<file path="config.mk">
export PLATFORM = sky130hd
export DESIGN_NAME = victim_writeback
export DESIGN_NICKNAME = d
export VERILOG_FILES = /design/src/rtl/victim_writeback_pkg.sv /design/src/rtl/victim_writeback_fifo.sv /design/src/rtl/victim_writeback.sv
export SDC_FILE = /design/constraint.sdc
export NUM_CORES = 1
export LEC_CHECK = 0
export ABC_AREA = 1
export CAP_MARGIN = 0
export CORE_UTILIZATION = 49
export CTS_CLUSTER_SIZE = 30
export DETAILED_ROUTE_END_ITERATION = 16
export PLACE_DENSITY = 0.86
export SYNTH_ARGS = -nofsm -noshare
export SYNTH_HDL_FRONTEND = slang
export SYNTH_SLANG_ARGS = --single-unit
</file>
<file path="constraint.sdc">
create_clock -name clk_i -period 5.87 [get_ports clk_i]
set_clock_uncertainty 0.1 [all_clocks]
set_input_delay 1.174 -clock clk_i [delete_from_list [all_inputs] [get_ports clk_i]]
set_output_delay 1.174 -clock clk_i [all_outputs]
set_load 0.03 [all_outputs]
</file>
<file path="src/rtl/victim_writeback_pkg.sv">
`default_nettype none
// +----------------------------------------------------------------------------+
// | Package     : cache_pkg                                                    |
// | Description : Shared types, FSM encoding and address-split helpers for     |
// |               the victim write-back path.                                  |
// | Revision    : 1.0 - initial release                                        |
// +----------------------------------------------------------------------------+
package cache_pkg;

  localparam int IDX_WID_DEF  = 10;
  localparam int WORD_WID_DEF = 64;

  typedef logic [IDX_WID_DEF-1:0]  idx_t;
  typedef logic [WORD_WID_DEF-1:0] word_t;

  typedef enum logic [2:0] {
    IDLE   = 3'd0,
    LOOKUP = 3'd1,
    SEND   = 3'd2,
    FETCH  = 3'd3,
    CLEAN  = 3'd4
  } wb_state_e;

  // Byte-offset bits covered by one cache line.
  function automatic int off_wid(input int line_words, input int word_wid);
    return $clog2(line_words * word_wid / 8);
  endfunction

  // Tag bits left over once index and line offset are removed from the address.
  function automatic int tag_wid(input int addr_wid, input int idx_wid,
                                 input int line_words, input int word_wid);
    return addr_wid - idx_wid - off_wid(line_words, word_wid);
  endfunction

endpackage
`default_nettype wire

</file>
<file path="src/rtl/victim_writeback_fifo.sv">
`default_nettype none
// +----------------------------------------------------------------------------+
// | Module      : victim_fifo                                                  |
// | Description : Small synchronous FIFO holding pending victim line indices.  |
// |               A push into a full FIFO succeeds only when a pop happens in  |
// |               the same cycle; otherwise it is dropped and flagged.         |
// | Revision    : 1.0 - initial release                                        |
// +----------------------------------------------------------------------------+
module victim_fifo #(
  parameter int DEPTH = 4,
  parameter int WID   = 10
) (
  input  logic           clk,
  input  logic           rst,
  input  logic           push,
  input  logic           pop,
  input  logic [WID-1:0] wdata,
  output logic [WID-1:0] rdata,
  output logic           full,
  output logic           empty,
  output logic           drop
);

  localparam int PTR_WID = $clog2(DEPTH);

  logic [WID-1:0]   mem [DEPTH];
  logic [PTR_WID:0] wr_ptr;
  logic [PTR_WID:0] rd_ptr;
  logic             do_push;
  logic             do_pop;

  // Extra pointer bit distinguishes full from empty when the slot bits match.
  assign empty   = (wr_ptr == rd_ptr);
  assign full    = (wr_ptr[PTR_WID] != rd_ptr[PTR_WID]) &&
                   (wr_ptr[PTR_WID-1:0] == rd_ptr[PTR_WID-1:0]);
  assign do_pop  = pop && !empty;
  assign do_push = push && (!full || do_pop);
  assign drop    = push && !do_push;
  assign rdata   = mem[rd_ptr[PTR_WID-1:0]];

  // Pointer update; storage has no reset since empty masks stale entries.
  always_ff @(posedge clk) begin
    if (rst) begin
      wr_ptr <= '0;
      rd_ptr <= '0;
    end else begin
      if (do_push) wr_ptr <= wr_ptr + 1'b1;
      if (do_pop)  rd_ptr <= rd_ptr + 1'b1;
    end
  end

  // Entry write; on full+pop the freed slot is the one being written.
  always_ff @(posedge clk) begin
    if (do_push) mem[wr_ptr[PTR_WID-1:0]] <= wdata;
  end

endmodule
`default_nettype wire

</file>
<file path="src/rtl/victim_writeback.sv">
`default_nettype none
// +----------------------------------------------------------------------------+
// | Module      : victim_writeback                                             |
// | Description : Queues eviction candidates from the LRU tracker, looks each  |
// |               one up in the cache array and streams dirty lines to memory  |
// |               as a LINE_WORDS-beat burst, then clears the dirty bit.       |
// | Revision    : 1.0 - initial release                                        |
// +----------------------------------------------------------------------------+
module victim_writeback
  import cache_pkg::*;
#(
  parameter  int WORD_WID   = 64,
  parameter  int LINE_WORDS = 4,
  parameter  int IDX_WID    = 10,
  parameter  int ADDR_WID   = 32,
  parameter  int FIFO_DEPTH = 4,
  localparam int OFF_WID    = off_wid(LINE_WORDS, WORD_WID),
  localparam int TAG_WID    = tag_wid(ADDR_WID, IDX_WID, LINE_WORDS, WORD_WID),
  localparam int BEAT_WID   = $clog2(LINE_WORDS)
) (
  input  logic                clk_i,
  input  logic                rst_i,
  input  logic                victim_valid_i,
  input  logic [IDX_WID-1:0]  victim_idx_i,
  output logic                rd_en_o,
  output logic [IDX_WID-1:0]  rd_idx_o,
  output logic [BEAT_WID-1:0] rd_word_o,
  input  logic [WORD_WID-1:0] rd_data_i,
  input  logic [TAG_WID-1:0]  rd_tag_i,
  input  logic                rd_dirty_i,
  output logic                mem_valid_o,
  input  logic                mem_ready_i,
  output logic [ADDR_WID-1:0] mem_addr_o,
  output logic [WORD_WID-1:0] mem_data_o,
  output logic                mem_last_o,
  output logic                clr_dirty_o,
  output logic [IDX_WID-1:0]  clr_idx_o,
  output logic                busy_o,
  output logic                overflow_o
);

  localparam logic [BEAT_WID-1:0] LAST_BEAT = BEAT_WID'(LINE_WORDS - 1);

  wb_state_e           state;
  wb_state_e           next_state;
  logic [BEAT_WID-1:0] beat;
  logic [IDX_WID-1:0]  cur_idx;
  logic [ADDR_WID-1:0] line_addr;
  logic [WORD_WID-1:0] beat_data;
  logic                overflow;

  logic                fifo_pop;
  logic [IDX_WID-1:0]  fifo_head;
  logic                fifo_full;
  logic                fifo_empty;
  logic                fifo_drop;

  victim_fifo #(
    .DEPTH (FIFO_DEPTH),
    .WID   (IDX_WID)
  ) u_fifo (
    .clk   (clk_i),
    .rst   (rst_i),
    .push  (victim_valid_i),
    .pop   (fifo_pop),
    .wdata (victim_idx_i),
    .rdata (fifo_head),
    .full  (fifo_full),
    .empty (fifo_empty),
    .drop  (fifo_drop)
  );

  // A victim can only be lost while the queue is full.
  a_drop_only_when_full : assert property (
    @(posedge clk_i) disable iff (rst_i) fifo_drop |-> fifo_full
  );

  // State register.
  always_ff @(posedge clk_i) begin
    if (rst_i) state <= IDLE;
    else       state <= next_state;
  end

  // Next state plus all strobes decoded from state and beat.
  always_comb begin
    next_state  = state;
    fifo_pop    = 1'b0;
    rd_en_o     = 1'b0;
    rd_idx_o    = '0;
    rd_word_o   = '0;
    mem_valid_o = 1'b0;
    mem_last_o  = 1'b0;
    clr_dirty_o = 1'b0;
    clr_idx_o   = '0;
    case (state)
      IDLE: begin
        if (!fifo_empty) begin
          fifo_pop   = 1'b1;
          rd_en_o    = 1'b1;
          rd_idx_o   = fifo_head;
          next_state = LOOKUP;
        end
      end
      LOOKUP: begin
        next_state = rd_dirty_i ? SEND : IDLE;
      end
      SEND: begin
        mem_valid_o = 1'b1;
        mem_last_o  = (beat == LAST_BEAT);
        if (mem_ready_i) begin
          if (beat == LAST_BEAT) begin
            next_state = CLEAN;
          end else begin
            // Fetch the next word only after the current one is accepted.
            rd_en_o    = 1'b1;
            rd_idx_o   = cur_idx;
            rd_word_o  = beat + BEAT_WID'(1);
            next_state = FETCH;
          end
        end
      end
      FETCH: begin
        next_state = SEND;
      end
      CLEAN: begin
        clr_dirty_o = 1'b1;
        clr_idx_o   = cur_idx;
        next_state  = IDLE;
      end
      default: begin
        next_state = IDLE;
      end
    endcase
  end

  // Line index, burst address, beat data and beat counter.
  always_ff @(posedge clk_i) begin
    if (rst_i) begin
      cur_idx   <= '0;
      line_addr <= '0;
      beat_data <= '0;
      beat      <= '0;
    end else begin
      case (state)
        IDLE: begin
          if (fifo_pop) cur_idx <= fifo_head;
        end
        LOOKUP: begin
          beat <= '0;
          if (rd_dirty_i) begin
            line_addr <= {rd_tag_i, cur_idx, {OFF_WID{1'b0}}};
            beat_data <= rd_data_i;
          end
        end
        FETCH: begin
          beat_data <= rd_data_i;
          beat      <= beat + BEAT_WID'(1);
        end
        default: begin
        end
      endcase
    end
  end

  // Sticky record of any victim lost to a full queue.
  always_ff @(posedge clk_i) begin
    if (rst_i)          overflow <= 1'b0;
    else if (fifo_drop) overflow <= 1'b1;
  end

  assign mem_addr_o = line_addr;
  assign mem_data_o = beat_data;
  assign overflow_o = overflow;
  assign busy_o     = (state != IDLE) || !fifo_empty;

endmodule
`default_nettype wire

</file>
# Word level (Yosys, flattened, before mapping)
# Memories as Yosys holds them, arrays and structs flattened. A register that Yosys moved wholly into a read port is not among the register bits.
# Cells that the tools add are included.
[classes]
add_sub_neg = 3
n_eq_ne = 11
muxes = 28
n_reduce_logical = 16
[op_table]
columns = ["cell", "n"]
rows = [
  ["case mux 64 bit (2 select lines)", 1],
  ["2-to-1 mux 64 bit", 1],
  ["2-to-1 mux 10 bit", 4],
  ["case mux 10 bit (2 select lines)", 1],
  ["2-to-1 mux 2 bit", 6],
  ["case mux 3 bit (4 select lines)", 1],
  ["2-to-1 mux 1 bit", 9],
  ["2-to-1 mux 3 bit", 3],
  ["AND reduction 2 bit", 4],
  ["adder 3 x 1 -> 3 bit, second input constant", 2],
  ["equality test 3 x 2 -> 1 bit, second input constant", 2],
  ["inequality test 2 bit, second input constant", 3],
  ["logical AND 1 bit", 4],
  ["case mux 2 bit (2 select lines)", 1],
  ["equality test 3 x 1 -> 1 bit, second input constant", 1],
  ["equality test 3 bit", 1],
  ["equality test 3 bit, second input constant", 1],
  ["logical NOT 1 bit", 3],
  ["logical NOT 3 bit", 1],
  ["nonzero test 3 bit", 1],
  ["adder 2 x 1 -> 2 bit, second input constant", 1],
  ["equality test 2 bit", 1],
  ["equality test 2 bit, second input constant", 1],
  ["logical OR 1 bit", 2],
  ["other kinds (3)", 3],
]
[word_totals]
regBits = 113
ramBits = 40
in_bits = 96
wordCells = 67
mem_count = 1
[memory_table]
columns = ["name", "words", "word_bits", "read_ports", "rd_ports_with_merged_regs", "wr", "line_no", "source"]
rows = [
  ["u_fifo.mem", 4, 10, 1, 1, 1, "victim_writeback_fifo.sv:26", "logic [WID-1:0] mem [DEPTH];"],
]

# Depth between registers and ports, before layout
[depth]
depth_word = 8
depth_mapped = 9

# By module
# A second synthesis with hierarchy kept.
[hier_totals]
hier_cells = 697
hier_area_um2 = 6050.8
[by_module_without_submodules]
columns = ["mod", "n_inst", "cells_each", "area_each_um2", "seq_area_each_um2"]
rows = [
  ["victim_writeback", 1, 532, 4102.7, 2142.1],
  ["victim_fifo", 1, 165, 1948.1, 1361.3],
]

# Least setup slack after synthesis
# OpenSTA, ideal clock, no wires.
[synth_path]
kind = "in2out"
from = "input mem_ready_i"
to = "output rd_idx_o[1]"
arrival_time_ps = 1937
required_time_ps = 4596
setup_slack_ps = 2659
cell_stages = 2
path_buffers = 0
path_cell_list = "nand2_1 > o21ai_0"
[synth_between]
elab_chain_len = 2
[synth_rtl]
columns = ["element", "line_no", "source"]
rows = [
  ["start, declared", "victim_writeback.sv:32", "input logic mem_ready_i,"],
  ["2-to-1 mux 10 bit", "victim_writeback.sv:110", "if (mem_ready_i) begin"],
  ["case mux 10 bit (2 select lines)", "victim_writeback.sv:95", "case (state)"],
  ["end, declared", "victim_writeback.sv:26", "output logic [IDX_WID-1:0] rd_idx_o,"],
]
# Every way passes these cells.

# Final worst setup path
# Ends and elaborated chain as after synthesis.

==> results.cfg <==
[placement]
gp_congestion = 0.768
portBuffers = 214
pre_cts_slack_ns = 1.34
dp_hpwl_um = 11600

[detailed_routing]
vias_per_cell = 4.95
drtIter0Drc = 450
ant_nets = 0
wl_um = 17500
wl_per_cell_um = 15.8
via_count = 5488
firstDrtPassIters = 5
drc_errors = 0

[finish]
multi_input_area_um2 = 2260
seq_area_um2 = 3500
nets = 1025
fill_cells = 955
drive_gt1_share_pct = 9.51
area_delta_synth_final_pct = 41.4
antennaDiodeCount = 0

[setup_path]
cpPeakStageDelay_ns = 0.72
reg2reg_to = u_fifo.mem[1][7]
cpMostUsedCell = clkdlybuf4s50_1
crit_type = primary input to output port
slowest_stage = clkdlybuf4s50_1
path_delay_family = buffers and inverters
crit_chain = clkdlybuf4s50_1 > nand2_1 > o21ai_0 > clkdlybuf4s50_1
cp.required_ns = 4.60
reg2reg_setup_slack_ns = 3.24
reg2reg_depth = 7
critPathMaxFanout = 12
crit_cells = 4
path_buf_inv = 2
r2r_start = state[2]
crit_path_end_kind = output port
arrival_ns = 3.26
cp-start-kind = primary input

[global_route]
overflow = 0
globalRouteTotalUtil_pct = 26.3
antenna_found_initial = 0
grt_first_pass_wirelength_um = 26600
grt_pass1_vias = 5197
grt_max_degree = 66

[synth]
synthTopCellsByArea = dfxtp_1 36%, edfxtp_1 19%, nor2_1 11%
netlist_top_cells_count = 187 x nor2_1, 115 x dfxtp_1, 94 x nand2_1
yosysWarnings = 0
yosysUniqueCellTypes = 33
synth_flop_cell = dfxtp_1
ys_seq_elements = 155
synth.most_common_cell = nor2_1
yosys.area.top_type_share_pct = 36.3
syn_area_um2 = 6350
netlist_instances = 727
synth_edf_count = 40
async_reset_ff_share_pct = 0
synth_area_per_cell_um2 = 8.73
synth-seq-area-share_pct = 55.2
yosys.area.top_type = dfxtp_1

[cts]
h-tree-depth = 4
hold_buffers = 0
cts_buffers = 17
cts_resized = 0
clk_latency_ns = 0.42
clockRootBuffer = clkbuf_16
clock-sinks = 155
cts_setup_buffers = 0
path_clk_slew_ns = 0.06
cts_tree = built
cts_buffer_depth = 2

[hold_path]
hold_start = cur_idx[0]
hold_path_end = cur_idx[0]
holdPathStages = 2
hold_path_class = flop to flop

[power]
total_leakage_power_uw = 0.00370
sw_frac_of_total_pct = 40.0
pwr-share-seq_pct = 33.0
ir_drop_mv = 0.263
power_frac_comb_pct = 42.8
power.density_nw_per_um2 = 514
p_int_uw = 2760
power_frac_clock_pct = 24.2
p_switching_uw = 1850

[die]
die_y_um = 116
start_util_pct = 50.3
io_pins = 220
num_rows = 41
die_area_um2 = 13400
chipWidth_um = 116
core_area_um2 = 12600

[timing]
fin_setup_tns_ns = 0
finalMaxSlewViolations = 0
post-route-period-util_pct = 77.3
worst_pin_slew_ns = 1.13
fmax_mhz = 220
setup_violations = 0
rsz0062_at_grt = no
finalHoldViolations = 0
maxSlewHeadroom_pct = 24.5
fin_crit_ns = 4.54
fin_ws_ns = 1.33

[job]
max-cap-violations = 0

[run_status]
status = finished, final reports clean
tightest hold or removal path, cell delays in order, from the launching register on:
cell and delay [ns]:
dfxtp_1 0.31, nand2_1 0.06, a21oi_1 0.05
area by class of cell:
class                           count  area share [%]
Sequential cell                   155            39.0
Multi-Input combinational cell    476            25.2
Timing Repair Buffer              217            24.1
Clock buffer                       28            6.34
Tap cell                          172            2.40
Inverter                           56            2.34
Clock inverter                      4           0.530
cells by family (layout without fill, tap and decap cells):
kind of cell / Yosys count / after routing / share of synthesized area [%]
compound gates: 131 / 131 / 11.6
xor+xnor: 2 / 2 / 0.276
fa+ha+maj: 6 / 6 / 1.18
buf+inv: 100 / 305 / 9.38
flops: 155 / 155 / 55.2
other cells: 1 / 5 / 0.0591
simple gates: 332 / 332 / 22.3
power by group through the flow:
| stage | sequential, µW | combinational (µW) | clock (µW) |
|---|---|---|---|
| final | 1520 | 1970 | 1110 |
| after global routing | 1550 | 2110 | 1170 |
| after CTS | 1520 | 1980 | 1130 |
| after detailed placement | 1530 | 1960 | 0 |
| after global placement | 1520 | 1930 | 0 |
| after floorplan | 1870 | 998 | 0 |
through the flow:
stage                     cells  area [µm²]  hold WS, ns  power, µW  util, %
after floorplan             731        6360        0.339       2860        -
final                      1108        8970        0.365       4610     71.1
after global routing       1108        8970        0.378       4840     71.1
after CTS                  1108        8970        0.363       4620     71.1
after global placement     1076        8360        0.346       3460     66.2
after detailed placement   1076        8360        0.354       3490     66.2
registers in the layout, summed over array words and instances (netlist names), named ones only:
signal,flops
u_fifo.mem,40
mem_addr_o,27
state,3
mem_data_o,64
u_fifo.rd_ptr,3
beat,2
overflow_o,1
u_fifo.wr_ptr,3
cur_idx,10
cells in the final DEF, fill, tap and decap left out, types with 2 or more instances in the layout:
master           count
o21ai_1             73
xor2_1               2
nand3_1             18
clkbuf_1             3
clkdlybuf4s50_1    214
clkbuf_8             6
ha_1                 6
a21oi_1             15
nor2_4               5
a21oi_2             12
buf_4                3
nor3_1               2
nand2_2             13
nand2_1             94
o21ai_2              8
conb_1               5
inv_2                8
edfxtp_1            40
nor2_1             187
clkbuf_16           19
nand3_2              8
nand2_4              2
o21ai_0             21
inv_1               47
clkinv_2             2
dfxtp_1            115
per-layer routing:
| layer | GRT usage [%] | up-vias | share of wire [%] |
|---|---|---|---|
| li1 | - | 2707 | - |
| met1 | 31.9 | 2527 | 39 |
| met2 | 43.6 | 214 | 49 |
| met3 | 7.22 | 40 | 8.5 |
| met4 | 11.8 | 0 | 2.7 |
| met5 | 0 | - | 0 |
worst max-delay path by stage:
stage	startpoint	to
5_1_grt	mem_ready_i	rd_idx_o[1]
3_3_place_gp	mem_ready_i	rd_idx_o[1]
4_1_cts	mem_ready_i	rd_idx_o[1]
2_1_floorplan	mem_ready_i	rd_idx_o[1]
6_report	mem_ready_i	rd_idx_o[1]
3_5_place_dp	mem_ready_i	rd_idx_o[1]
(Power assumes the default switching activity.)
